## src/rtl/alu_pkg.sv

```systemverilog
// Shared opcode/state types for the multi-cycle ALU and its command interface.
package alu_pkg;

    typedef enum logic [2:0] {
        OP_NOP  = 3'b000,
        OP_ADD  = 3'b001,
        OP_AND  = 3'b010,
        OP_XOR  = 3'b011,
        OP_MUL  = 3'b100,
        OP_RSV5 = 3'b101,
        OP_RSV6 = 3'b110,
        OP_RSV7 = 3'b111
    } op_e;

    typedef enum logic {
        S_IDLE = 1'b0,
        S_MUL  = 1'b1
    } state_e;

    function automatic logic is_reserved(input op_e op);
        return op inside {OP_RSV5, OP_RSV6, OP_RSV7};
    endfunction

endpackage

```

## src/rtl/multi_cycle_alu_if.sv

```systemverilog
// Start/done command interface between a requester (master) and the ALU (slave).
interface multi_cycle_alu_if
    import alu_pkg::*;
#(
    parameter int WIDTH = 8
);
    logic               start;
    op_e                op;
    logic [WIDTH-1:0]   A;
    logic [WIDTH-1:0]   B;
    logic               busy;
    logic               done;
    logic               err;
    logic [2*WIDTH-1:0] result;

    modport master (output start, op, A, B, input busy, done, err, result);
    modport slave  (input start, op, A, B, output busy, done, err, result);
endinterface

```

## src/rtl/shift_add_mul.sv

```systemverilog
// Unsigned shift-add multiplier: one partial product per clock, WIDTH clocks per product.
module shift_add_mul #(
    parameter int WIDTH = 8
) (
    input  logic               clk,
    input  logic               rst_n,
    input  logic               load_i,
    input  logic [WIDTH-1:0]   a_i,
    input  logic [WIDTH-1:0]   b_i,
    output logic               busy_o,
    output logic               valid_o,
    output logic [2*WIDTH-1:0] product_o
);
    localparam int PW = 2 * WIDTH;
    localparam int CW = $clog2(WIDTH + 1);

    logic [PW-1:0]    acc_q, acc_d;
    logic [WIDTH-1:0] mcand_q, mcand_d;
    logic [WIDTH-1:0] mplier_q, mplier_d;
    logic [CW-1:0]    cnt_q, cnt_d;
    logic             run_q, run_d;
    logic             last;

    assign last = run_q && (cnt_q == CW'(WIDTH - 1));

    always_comb begin
        acc_d    = acc_q;
        mcand_d  = mcand_q;
        mplier_d = mplier_q;
        cnt_d    = cnt_q;
        run_d    = run_q;
        if (load_i) begin
            acc_d    = '0;
            mcand_d  = a_i;
            mplier_d = b_i;
            cnt_d    = '0;
            run_d    = 1'b1;
        end else if (run_q) begin
            if (mplier_q[0]) begin
                acc_d = acc_q + (PW'(mcand_q) << cnt_q);
            end
            mplier_d = mplier_q >> 1;
            cnt_d    = cnt_q + CW'(1);
            if (last) begin
                run_d = 1'b0;
            end
        end
    end

    always_ff @(posedge clk or negedge rst_n) begin
        if (!rst_n) begin
            acc_q    <= '0;
            mcand_q  <= '0;
            mplier_q <= '0;
            cnt_q    <= '0;
            run_q    <= 1'b0;
        end else begin
            acc_q    <= acc_d;
            mcand_q  <= mcand_d;
            mplier_q <= mplier_d;
            cnt_q    <= cnt_d;
            run_q    <= run_d;
        end
    end

    // valid/product are combinational so the final sum lands in the result register on the last step edge
    assign busy_o    = run_q;
    assign valid_o   = last;
    assign product_o = acc_d;

endmodule

```

## src/rtl/multi_cycle_alu.sv

```systemverilog
// Command decode, single-cycle datapath and result/done/err registers around the multiplier.
module multi_cycle_alu
    import alu_pkg::*;
#(
    parameter int WIDTH = 8
) (
    input  logic                    clk,
    input  logic                    rst_n,
    multi_cycle_alu_if.slave        bus
);
    localparam int PW = 2 * WIDTH;

    state_e        state_q, state_d;
    logic [PW-1:0] result_q, result_d;
    logic          done_q, done_d;
    logic          err_q, err_d;
    logic          mul_load;
    logic          mul_busy;
    logic          mul_valid;
    logic [PW-1:0] mul_product;

    shift_add_mul #(.WIDTH(WIDTH)) u_mul (
        .clk       (clk),
        .rst_n     (rst_n),
        .load_i    (mul_load),
        .a_i       (bus.A),
        .b_i       (bus.B),
        .busy_o    (mul_busy),
        .valid_o   (mul_valid),
        .product_o (mul_product)
    );

    always_comb begin
        state_d  = state_q;
        result_d = result_q;
        done_d   = 1'b0;
        err_d    = 1'b0;
        mul_load = 1'b0;
        unique case (state_q)
            S_IDLE: begin
                if (bus.start) begin
                    if (is_reserved(bus.op)) begin
                        result_d = '0;
                        done_d   = 1'b1;
                        err_d    = 1'b1;
                    end else begin
                        case (bus.op)
                            OP_ADD: begin
                                result_d = PW'(bus.A) + PW'(bus.B);
                                done_d   = 1'b1;
                            end
                            OP_AND: begin
                                result_d = PW'(bus.A & bus.B);
                                done_d   = 1'b1;
                            end
                            OP_XOR: begin
                                result_d = PW'(bus.A ^ bus.B);
                                done_d   = 1'b1;
                            end
                            OP_MUL: begin
                                mul_load = 1'b1;
                                state_d  = S_MUL;
                            end
                            default: ;
                        endcase
                    end
                end
            end
            // start is deliberately not looked at here: commands during a multiply are dropped
            S_MUL: begin
                if (mul_valid) begin
                    result_d = mul_product;
                    done_d   = 1'b1;
                    state_d  = S_IDLE;
                end
            end
            default: state_d = S_IDLE;
        endcase
    end

    always_ff @(posedge clk or negedge rst_n) begin
        if (!rst_n) begin
            state_q  <= S_IDLE;
            result_q <= '0;
            done_q   <= 1'b0;
            err_q    <= 1'b0;
        end else begin
            state_q  <= state_d;
            result_q <= result_d;
            done_q   <= done_d;
            err_q    <= err_d;
        end
    end

    assign bus.busy   = mul_busy;
    assign bus.done   = done_q;
    assign bus.err    = err_q;
    assign bus.result = result_q;

endmodule

```

## src/flat_wrapper.sv

```systemverilog
// flat-port wrapper written by rule: the top's interface ports become plain ports
module multi_cycle_alu_flat import alu_pkg::*;
#(
    parameter int WIDTH = 8
)
  (clk, rst_n, bus_start, bus_op, bus_A, bus_B, bus_busy, bus_done, bus_err, bus_result);
  multi_cycle_alu_if #(.WIDTH(WIDTH)) bus_i ();
  input  logic clk;
  input  logic rst_n;
  input wire logic [$bits(bus_i.start)-1:0] bus_start;
  input wire logic [$bits(bus_i.op)-1:0] bus_op;
  input wire logic [$bits(bus_i.A)-1:0] bus_A;
  input wire logic [$bits(bus_i.B)-1:0] bus_B;
  output wire logic [$bits(bus_i.busy)-1:0] bus_busy;
  output wire logic [$bits(bus_i.done)-1:0] bus_done;
  output wire logic [$bits(bus_i.err)-1:0] bus_err;
  output wire logic [$bits(bus_i.result)-1:0] bus_result;
  assign bus_i.start = bus_start;
  assign bus_i.op = bus_op;
  assign bus_i.A = bus_A;
  assign bus_i.B = bus_B;
  assign bus_busy = bus_i.busy;
  assign bus_done = bus_i.done;
  assign bus_err = bus_i.err;
  assign bus_result = bus_i.result;
  multi_cycle_alu #(.WIDTH(WIDTH)) u_core (.clk(clk), .rst_n(rst_n), .bus(bus_i));
endmodule
```

## config.mk

```make
export PLATFORM = sky130hd
export DESIGN_NAME = multi_cycle_alu_flat
export DESIGN_NICKNAME = d
export VERILOG_FILES = /design/src/rtl/alu_pkg.sv /design/src/rtl/multi_cycle_alu_if.sv /design/src/rtl/shift_add_mul.sv /design/src/rtl/multi_cycle_alu.sv /design/src/flat_wrapper.sv
export SDC_FILE = /design/constraint.sdc
export NUM_CORES = 1
export LEC_CHECK = 0
export BUFFER_PORTS_ARGS = -buffer_cell sky130_fd_sc_hd__buf_2
export CAP_MARGIN = 30
export CORE_MARGIN = 8
export CORE_UTILIZATION = 54
export DETAILED_ROUTE_END_ITERATION = 8
export PLACE_DENSITY = 0.74
export SLEW_MARGIN = 5
export SYNTH_ARGS = -nofsm -noshare
export SYNTH_HDL_FRONTEND = slang
export SYNTH_SLANG_ARGS = --single-unit
```

## constraint.sdc

```tcl
create_clock -name clk -period 4.3 [get_ports clk]
set_input_delay 0.86 -clock clk [delete_from_list [all_inputs] [get_ports clk]]
set_output_delay 0.86 -clock clk [all_outputs]
set_load 0.005 [all_outputs]
```

==> metrics.md <==
| Metric | Value |
|---|---|
| Status | `completed` |
| Hold EP | `u_core.bus.result[12]` |
| Fin crit period | `around 3.6 ns` |
| Worst setup EP type | `flop` |
| Max-Cap Viols | `0` |
| Sequential cell area fraction in the yosys report | `~37%` |
| Period utilisation layout | `between 80% and 90%` |
| Top Ports | `between 40 and 50` |
| Vias per cell | `~5.8` |
| Die H | `between 100 and 150 um` |
| Row count | `30` |
| XOR/XNOR Fraction of Synth Area | `3.43%` |
| Mux contribution to synthesized area | `7.45%` |
| FF-to-FF path depth | `12` |
| GPL Wtd Cong | `a little under 1` |
| Final hold viol count | `0` |
| Beginning of the critical path | `u_core.u_mul.cnt_q[0]` |
| CTS Buffer Depth | `2` |
| Fmax | `~280 MHz` |
| Synth Net Count | `approximately 500` |
| Post-synthesis cell count | `444` |
| Cell variety after synth | `57` |
| Nets | `between 500 and 600` |
| Setup TNS | `0 ns` |
| Final worst slack | `between 0.7 and 0.8 ns` |
| Largest net degree at the start of global routing | `37` |
| DRT antenna net count | `0` |
| Total Routing Usage GR | `19.8%` |
| Top-area cell type share of the netlist area | `~37%` |
| Vias in the first global route | `approximately 3300` |
| Worst-margin pin slew | `around 0.85 ns` |
| TritonRoute pass-1 iters | `5` |
| Worst r2r dst | `u_core.bus.result[10]` |
| Clock Sinks | `56` |
| P_int | `1480 uW` |
| DP Worst Slack | `between 0.7 and 0.8 ns` |
| P_leak | `around 0.002 uW` |
| HPWL after detailed placement | `about 7500 um` |
| Core area | `between 0.006 and 0.007 mm2` |
| Layout cells sized above 1 | `about 14%` |
| Largest family of logic cells by synthesized area | `simple AND/OR/NAND/NOR gates` |
| # resized after CTS | `0` |
| Reg-to-reg startpoint | `u_core.u_mul.cnt_q[0]` |
| Synth Area in Compound Gates | `19.5%` |
| Simple-gate area share of the yosys netlist | `20.6%` |
| CTS Root Cell | `clkbuf_8` |
| Rel. slew slack | `42.4%` |
| HP Start | `u_core.bus.result[12]` |
| Post-Syn Area per Cell | `~8.6 um2` |
| Psw | `between 1000 and 1500 uW` |
| Hold WC Path Type | `reg -> reg` |
| Grt ovf | `0` |
| First-pass GRT wire length | `15900 um` |
| Worst skew pair latency | `0.32 ns` |
| Pins over their slew limit | `0` |
| H-Tree Level Count | `2` |
| Num CTS Buffers | `5` |
| DRC | `0` |
| Synth Register Bits | `56` |
| Crit path DAT | `between 3 and 4 ns` |
| CP Class | `reg -> reg` |
| Async SR Flop Fraction | `100%` |
| RSZ-0062 raised after global routing | `no` |
| Setup violations, final | `0` |
| CP Data Required Time | `roughly 4.5 ns` |
| Antenna diodes | `0` |
| Initial DRC count | `191` |
| Comb power frac | `a little over half` |
| Worst hold stages | `2` |
| P&R area growth vs syn | `9.60%` |
| CTS tree | `yes` |
| Worst R2R Setup Slack | `0.73 ns` |
| Initial Util | `between 50% and 60%` |
| Die W | `approximately 100 um` |
| Number of synthesized flops with an enable pin | `0` |
| Synth top area cells | `dfrtp_1 37%, ha_1 7.8%, nand2_1 7.0%` |
| Via count | `3291` |
| Sequential share of power | `between 30% and 40%` |
| Worst vdd ir | `237 uV` |
| Hold buffer count at CTS | `0` |
| Crit-path max FO | `15` |
| Adder-Cell Fraction of Synth Area | `under 10%` |
| Fillcell total | `a little over 600` |
| Top_reg_cell synth | `dfrtp_1` |
| Ys Warns | `0` |
| Die area | `0.0100 mm2` |
| Multi-input gate area in the final layout | `approximately 0.0023 mm2` |
| Drt total wl | `9630 um` |
| Critical path startpoint category | `flop` |
| Clk pwr share | `11.3%` |
| Leading area contributor after synthesis | `dfrtp_1` |
| Sequential standard cell area | `roughly 0.0014 mm2` |
| Routed len/inst | `approximately 17 um` |
| Post-Syn Area | `~0.0038 mm2` |
| Most frequent cells after synthesis | `71 x nand2_1, 56 x dfrtp_1, 38 x nor2_1` |
| Setup bufs post-CTS | `0` |
| Fin Clk Skew | `0.00647 ns` |
| Count leader, synth | `nand2_1` |
| PortBufs | `40` |
| CTS clk-pin slew, worst paths | `approximately 0.11 ns` |
| Switching Share | `about 45%` |
| Initial antenna violation count | `0` |
| Power Dens Cells | `about 640 mW/mm2` |
[sequential cells by signal, indices dropped and copies added (netlist names)]
register and flops:
u_core.bus.done 1, u_core.u_mul.busy_o 1, u_core.u_mul.mplier_q 8, u_core.u_mul.acc_q 16, u_core.u_mul.mcand_q 8, u_core.state_q 1
u_core.bus.result 16, u_core.u_mul.cnt_q 4, u_core.bus.err 1
[cell families (layout without fill, tap and decap cells)]
family	Yosys count	in the layout
AO/OA/AOI/OAI	115	115
XOR/XNOR	15	15
adder cells (fa/ha/maj)	26	26
buffers and inverters	34	65
flip-flops	56	56
multiplexers	28	28
AND/OR/NAND/NOR	170	170
[layout make-up]
class / instances / share of cell area, %
Multi-Input combinational cell: 354 / 54.6
Sequential cell: 56 / 33.4
Timing Repair Buffer: 47 / 6.02
Tap cell: 96 / 2.86
Clock buffer: 5 / 1.64
Inverter: 10 / 0.894
Clock inverter: 3 / 0.596
[placed cells by master (no fill, tap or decap), types with 4 or more instances in the layout]
master | netlist | routed
xnor2_1 | 7 | 7
or3_1 | 4 | 4
nand2_1 | 71 | 71
a21oi_1 | 26 | 26
clkbuf_8 | 0 | 5
dfrtp_1 | 56 | 56
xor2_1 | 8 | 8
and2_1 | 6 | 6
nand2b_1 | 5 | 5
nor2_1 | 38 | 38
o21a_1 | 5 | 5
o22ai_1 | 5 | 5
o211ai_1 | 4 | 4
ha_1 | 24 | 24
nor3_1 | 5 | 5
nor2b_1 | 9 | 9
mux2i_1 | 24 | 24
a31oi_1 | 5 | 5
buf_4 | 1 | 7
and3_1 | 6 | 6
o31ai_1 | 4 | 4
inv_1 | 10 | 10
a21o_1 | 9 | 9
buf_2 | 4 | 40
nand3_1 | 11 | 11
nand4_1 | 4 | 4
o21ai_0 | 29 | 29
[critical path, cell delays in order (launching register included)]
cell and delay, ns:
dfrtp_1 0.69, mux2_2 0.43, mux2i_1 0.20, nor2_1 0.09
nor2_1 0.11, nor2_1 0.05, ha_1 0.38, a21o_1 0.19
a221o_1 0.42, o21a_1 0.22, or3_1 0.30, a31oi_1 0.24
o31ai_1 0.11
[how the worst max path moves through the flow]
| stage | to | slack, ns | cells past startpoint |
|---|---|---|---|
| after CTS | u_core.bus.result[10] | 0.74 | 11 |
| after detailed placement | u_core.bus.result[10] | 0.78 | 11 |
| after global placement | u_core.bus.result[10] | 0.86 | 11 |
| final | u_core.bus.result[10] | 0.73 | 12 |
| after floorplan | u_core.bus.result[10] | 0.96 | 13 |
| after global routing | u_core.bus.result[10] | 0.41 | 12 |
[per-layer routing]
layer / vias up / GRT usage (%) / part of all wire, %
li1: 1632 / - / -
met1: 1554 / 24.9 / 45
met2: 86 / 33.4 / 48
met3: 19 / 3.11 / 4.5
met4: 0 / 6.86 / 2.7
met5: - / 0 / 0
[power by group through the flow]
stage | Sequential (uW) | Combinational, uW | Clock, uW
after detailed placement | 937 | 1450 | 0
after global routing | 963 | 1630 | 335
after global placement | 935 | 1410 | 0
final | 930 | 1460 | 305
after CTS | 927 | 1460 | 311
after floorplan | 846 | 1170 | 0
[metrics by stage]
step | hold WS [ns] | power (uW) | instance area (um2) | instances | utilization [%]
6_report | 0.484 | 2700 | 4200 | 571 | 61.4
5_1_grt | 0.519 | 2930 | 4200 | 571 | 61.4
4_1_cts | 0.489 | 2700 | 4200 | 571 | 61.4
3_5_place_dp | 0.465 | 2390 | 4100 | 563 | 60.1
3_3_place_gp | 0.460 | 2340 | 4100 | 563 | 60.1
2_1_floorplan | 0.455 | 2010 | 3830 | 444 | -
No activity file was read; power rests on OpenSTA's default activity.
